===== src/rtl/alu_result_mux_pipe.sv =====
// Registered write-back selector with a one-entry valid/ready output stage and DIVU tracking.
// Optional build macro ALU_MUX_ZERO_EN adds a registered all-zero flag port named zero.
module alu_result_mux_pipe #(
    parameter int WIDTH = 32,
    parameter int SIG_W = 6
) (
    input  logic             clk,
    input  logic             reset,
    input  logic             in_valid,
    output logic             in_ready,
    input  logic [SIG_W-1:0] Signal,
    input  logic [WIDTH-1:0] ALUOut,
    input  logic [WIDTH-1:0] Shifter,
    input  logic [WIDTH-1:0] HiOut,
    input  logic [WIDTH-1:0] LoOut,
    input  logic             div_done,
    output logic             out_valid,
    input  logic             out_ready,
    output logic [WIDTH-1:0] dataOut,
    output logic             op_err,
`ifdef ALU_MUX_ZERO_EN
    output logic             zero,
`endif
    output logic             hilo_pending
);

    localparam logic [SIG_W-1:0] F_AND  = SIG_W'(6'b100100);
    localparam logic [SIG_W-1:0] F_OR   = SIG_W'(6'b100101);
    localparam logic [SIG_W-1:0] F_ADD  = SIG_W'(6'b100000);
    localparam logic [SIG_W-1:0] F_SUB  = SIG_W'(6'b100010);
    localparam logic [SIG_W-1:0] F_SLT  = SIG_W'(6'b101010);
    localparam logic [SIG_W-1:0] F_SRL  = SIG_W'(6'b000010);
    localparam logic [SIG_W-1:0] F_DIVU = SIG_W'(6'b011011);
    localparam logic [SIG_W-1:0] F_MFHI = SIG_W'(6'b010000);
    localparam logic [SIG_W-1:0] F_MFLO = SIG_W'(6'b010010);

    typedef enum logic {IDLE, DIV_WAIT} state_t;
    state_t state;

    logic             is_divu;
    logic             is_hilo;
    logic             accept;
    logic [WIDTH-1:0] sel_data;
    logic             sel_err;

    assign is_divu = (Signal == F_DIVU);
    assign is_hilo = (Signal == F_MFHI) || (Signal == F_MFLO);
    // HI/LO reads wait while a divide is outstanding; everything else only needs output space
    assign in_ready = (!out_valid || out_ready) && !(is_hilo && hilo_pending);
    assign accept   = in_valid && in_ready;

    always_comb begin
        sel_data = '0;
        sel_err  = 1'b0;
        case (Signal)
            F_AND, F_OR, F_ADD, F_SUB, F_SLT: sel_data = ALUOut;
            F_SRL:                            sel_data = Shifter;
            F_MFHI:                           sel_data = HiOut;
            F_MFLO:                           sel_data = LoOut;
            F_DIVU:                           sel_data = '0;
            default:                          sel_err  = 1'b1;
        endcase
    end

    always_ff @(posedge clk or negedge reset) begin
        if (!reset) begin
            state        <= IDLE;
            hilo_pending <= 1'b0;
        end else begin
            case (state)
                IDLE: begin
                    if (accept && is_divu) begin
                        state        <= DIV_WAIT;
                        hilo_pending <= 1'b1;
                    end
                end
                DIV_WAIT: begin
                    // a fresh DIVU landing with the old one's completion keeps us waiting
                    if (div_done && !(accept && is_divu)) begin
                        state        <= IDLE;
                        hilo_pending <= 1'b0;
                    end
                end
                default: begin
                    state        <= IDLE;
                    hilo_pending <= 1'b0;
                end
            endcase
        end
    end

    always_ff @(posedge clk or negedge reset) begin
        if (!reset) begin
            out_valid <= 1'b0;
            dataOut   <= '0;
            op_err    <= 1'b0;
`ifdef ALU_MUX_ZERO_EN
            zero      <= 1'b0;
`endif
        end else if (accept && !is_divu) begin
            out_valid <= 1'b1;
            dataOut   <= sel_data;
            op_err    <= sel_err;
`ifdef ALU_MUX_ZERO_EN
            zero      <= (sel_data == '0);
`endif
        end else if (out_ready) begin
            out_valid <= 1'b0;
        end
    end

endmodule


===== config.mk =====
export PLATFORM = sky130hd
export DESIGN_NAME = alu_result_mux_pipe
export DESIGN_NICKNAME = d
export VERILOG_FILES = /design/src/rtl/alu_result_mux_pipe.sv
export SDC_FILE = /design/constraint.sdc
export NUM_CORES = 1
export LEC_CHECK = 0
export BUFFER_PORTS_ARGS = -buffer_cell sky130_fd_sc_hd__clkbuf_2
export CAP_MARGIN = 15
export CORE_MARGIN = 4
export CORE_UTILIZATION = 39
export DETAILED_ROUTE_END_ITERATION = 8
export PLACE_DENSITY_LB_ADDON = 0.25
export REMOVE_ABC_BUFFERS = 1
export SYNTH_ARGS = -nofsm -noshare
export SYNTH_HDL_FRONTEND = slang
export SYNTH_SLANG_ARGS = --single-unit

===== constraint.sdc =====
create_clock -name clk -period 2.4 [get_ports clk]
set_input_delay 0.36 -clock clk [delete_from_list [all_inputs] [get_ports clk]]
set_output_delay 0.36 -clock clk [all_outputs]
set_load 0.1 [all_outputs]

==> results.json <==
{
  "clk-insertion-delay-late_ns": 0.28,
  "grt_use_total_pct": 19.94,
  "synthMuxAreaShare_pct": 0,
  "status": "complete, no violations",
  "synth_edf_count": 0,
  "synth_ff_type": "dfrtp_1",
  "antenna_found_initial": 0,
  "final_cell_count_no_fill": 460,
  "wirelength_mm": 6.881,
  "n_antenna_cell": 0,
  "power_switching_w": 0.0004761,
  "yosysUniqueCellTypes": 29,
  "fp-row-count": 26,
  "drtAntennaViolNets": 0,
  "cp_top_family": "simple AND/OR/NAND/NOR gates",
  "cp_max_fo": 33,
  "pwr-share-seq_pct": 43.0,
  "drv_cap": 0,
  "end_kind": "register",
  "setup_tns_ns": 0,
  "start_kind": "register",
  "power.density_nw_per_um2": 462.6,
  "die_area_um2": 6707,
  "grt_pass1_wl_mm": 10.28,
  "die_x_um": 81.90,
  "synth_top_cell_by_area": "dfrtp_1",
  "fin_crit_sh_pct": 82.75,
  "rsz0062_at_grt": "no",
  "place_area_um2": 3097,
  "vias": 2401,
  "cts_hold_buf": 0,
  "postCtsResizedCells": 0,
  "synth_top_family_by_area": "compound AO/OA/AOI/OAI gates",
  "yosys_warnings": 0,
  "synth-seq-cells": 36,
  "synthTopCellsByCount": "dfrtp_1 (36), nand2_1 (36), a221oi_1 (32), a22o_1 (32), o21ai_2 (20)",
  "synthCells": 217,
  "grt_max_degree": 37,
  "synthSimpleGateAreaFrac_pct": 12.22,
  "synthAdderAreaFrac_pct": 0,
  "p_leak_nw": 1.633,
  "synth.top_cells.by_area": "dfrtp_1 (42%), a221oi_1 (13%), a22o_1 (13%)",
  "timing.rr.end": "op_err$_DFFE_PN0P_",
  "fin_nets": 528,
  "reg2regPathDepth": 5,
  "cts_tree": "done",
  "cp.arrival_ns": 2.14,
  "slowest_stage": "or4_4",
  "clockBufferDepth": 2,
  "p_comb_share_pct": 27.2,
  "max_freq_ghz": 0.5035,
  "start_util_pct": 40.91,
  "async_reset_ff_share_pct": 100.0,
  "fin_skew_ns": 0.004889,
  "drc": 0,
  "reg2reg_slack_ns": 0.41,
  "synth_area_um2": 2130,
  "first_iter_violations": 88,
  "grt_pass1_vias": 2287,
  "port_buffers": 174,
  "numCtsBuffers": 5,
  "dieHeight_um": 81.90,
  "cts_setup_buffers": 0,
  "r2r-start": "hilo_pending$_DFFE_PN0P_",
  "ir_worst_vdd_v": 0.0002481,
  "required_ns": 2.55,
  "clkSlewWorstSetupHoldPaths_ns": 0.07,
  "dp_hpwl_mm": 5.596,
  "hold_viol_final": 0,
  "area_growth_pct": 49.65,
  "p_int_w": 0.0009980,
  "gr-total-overflow": 0,
  "wl_per_cell_um": 14.96,
  "firstDrtPassIters": 4,
  "slew_headroom_pct": 40.32,
  "cpPeakStageDelay_ns": 0.78,
  "path_class": "reg2reg",
  "vias_per_cell": 5.220,
  "timing.final.max_slew_violations": 0,
  "synth-xor-area-share_pct": 0,
  "finish.instance_area_um2": 3187,
  "max_slew.worst_pin.slew_ns": 0.8952,
  "gp_congestion": 0.7702,
  "drive_gt1_share_pct": 55.38,
  "place_inst": 452,
  "hold_class": "in2async",
  "worstPathCellList": "nand3b_1 > o211ai_1 > or2_1 > or4_4 > a21boi_0",
  "htree_num_levels": 2,
  "ios": 175,
  "fin_crit_ns": 1.986,
  "syn_avg_cell_area_um2": 9.814,
  "cts_root_buf": "clkbuf_8",
  "netlist.area_leader.share_pct": 42.30,
  "core-area_um2": 5205,
  "cts.sinks": 36,
  "power_frac_clock_pct": 29.8,
  "path_buf_inv": 0,
  "synth-seq-area-share_pct": 42.30,
  "switching_share_pct": 32.30,
  "synth_compound_area_share_pct": 40.31,
  "setup_violations": 0
}
## per-stage QoR
| step | total power, W | setup WS [ns] | util, % | hold WS [ns] |
|---|---|---|---|---|
| after floorplan | 0.0008719 | -0.7703 | - | 0.06441 |
| after detailed placement | 0.001050 | 0.1355 | 59.50 | 0.4665 |
| after CTS | 0.001495 | 0.3815 | 61.23 | 0.2219 |
| final | 0.001474 | 0.4139 | 61.23 | 0.1861 |
| after global placement | 0.001044 | 0.1657 | 59.50 | 0.4610 |
| after global routing | 0.001553 | 0.2589 | 61.23 | 0.2765 |
## worst max-delay path by stage
stage	startpoint	endpoint	slack (ns)	cells after the start
after global placement	Signal[4]	op_err$_DFFE_PN0P_	0.17	6
after global routing	hilo_pending$_DFFE_PN0P_	dataOut[0]$_DFFE_PN0P_	0.26	5
after floorplan	Signal[0]	dataOut[10]$_DFFE_PN0P_	-0.77	4
after detailed placement	Signal[4]	op_err$_DFFE_PN0P_	0.14	6
final	hilo_pending$_DFFE_PN0P_	op_err$_DFFE_PN0P_	0.41	5
after CTS	out_valid$_DFFE_PN0P_	op_err$_DFFE_PN0P_	0.38	5
## power by group through the flow
stage	Combinational, W	Sequential [W]	Clock [W]
after floorplan	0.000103	0.000768	0
after global placement	0.000399	0.000645	0
after detailed placement	0.000405	0.000646	0
after CTS	0.000405	0.000634	0.000456
after global routing	0.000432	0.000636	0.000485
final	0.000401	0.000634	0.000439
## cells by family (layout without fill, tap and decap cells)
family | Yosys count | after routing
compound gates | 104 | 104
simple gates | 54 | 54
flops | 36 | 36
buf+inv | 23 | 196
## metal layers
layer	vias to the layer above	GRT usage, %	routed length [um]
met2	103	37.24	3602
met5	-	0	0
met4	0	6.312	96
met1	1096	21.10	2580
li1	1194	-	-
met3	8	6.250	602
## cell type report
type	count	area (um^2)
Multi-Input combinational cell	158	1147
Timing Repair Buffer	184	945.9
Fill cell	510	2018
Tap cell	70	87.58
Clock buffer	8	90.09
Inverter	4	15.01
Sequential cell	36	900.9
## worst reg2reg max path, delay by kind of cell, from the launching register on
family	cells	cell delay, ns
and+or+nand+nor	3	1.12
DFF	1	0.41
AOI/OAI and AO/OA	2	0.33
## cell usage in the layout (no fill, tap or decap), drive strengths merged
master   Yosys  layout
clkbuf      15     182
nand2       36      36
dfrtp       36      36
o21ai       33      33
a22o        32      32
a221oi      32      32
buf          4      10
nor2b        5       5
inv          4       4
nor2         3       3
nand2b       2       2
or3          1       1
nand3b       1       1
o21a         1       1
and4         1       1
o211ai       1       1
or2          1       1
nor3         1       1
a211oi       1       1
or4          1       1
nor3b        1       1
a2111oi      1       1
nor4b        1       1
a22oi        1       1
a21oi        1       1
a21boi       1       1
## sequential cells by signal, indices dropped and copies added (netlist names)
signal        cells
dataOut          32
op_err            1
hilo_pending      1
out_valid         1
state             1
No activity file was read; power rests on OpenSTA's default activity.
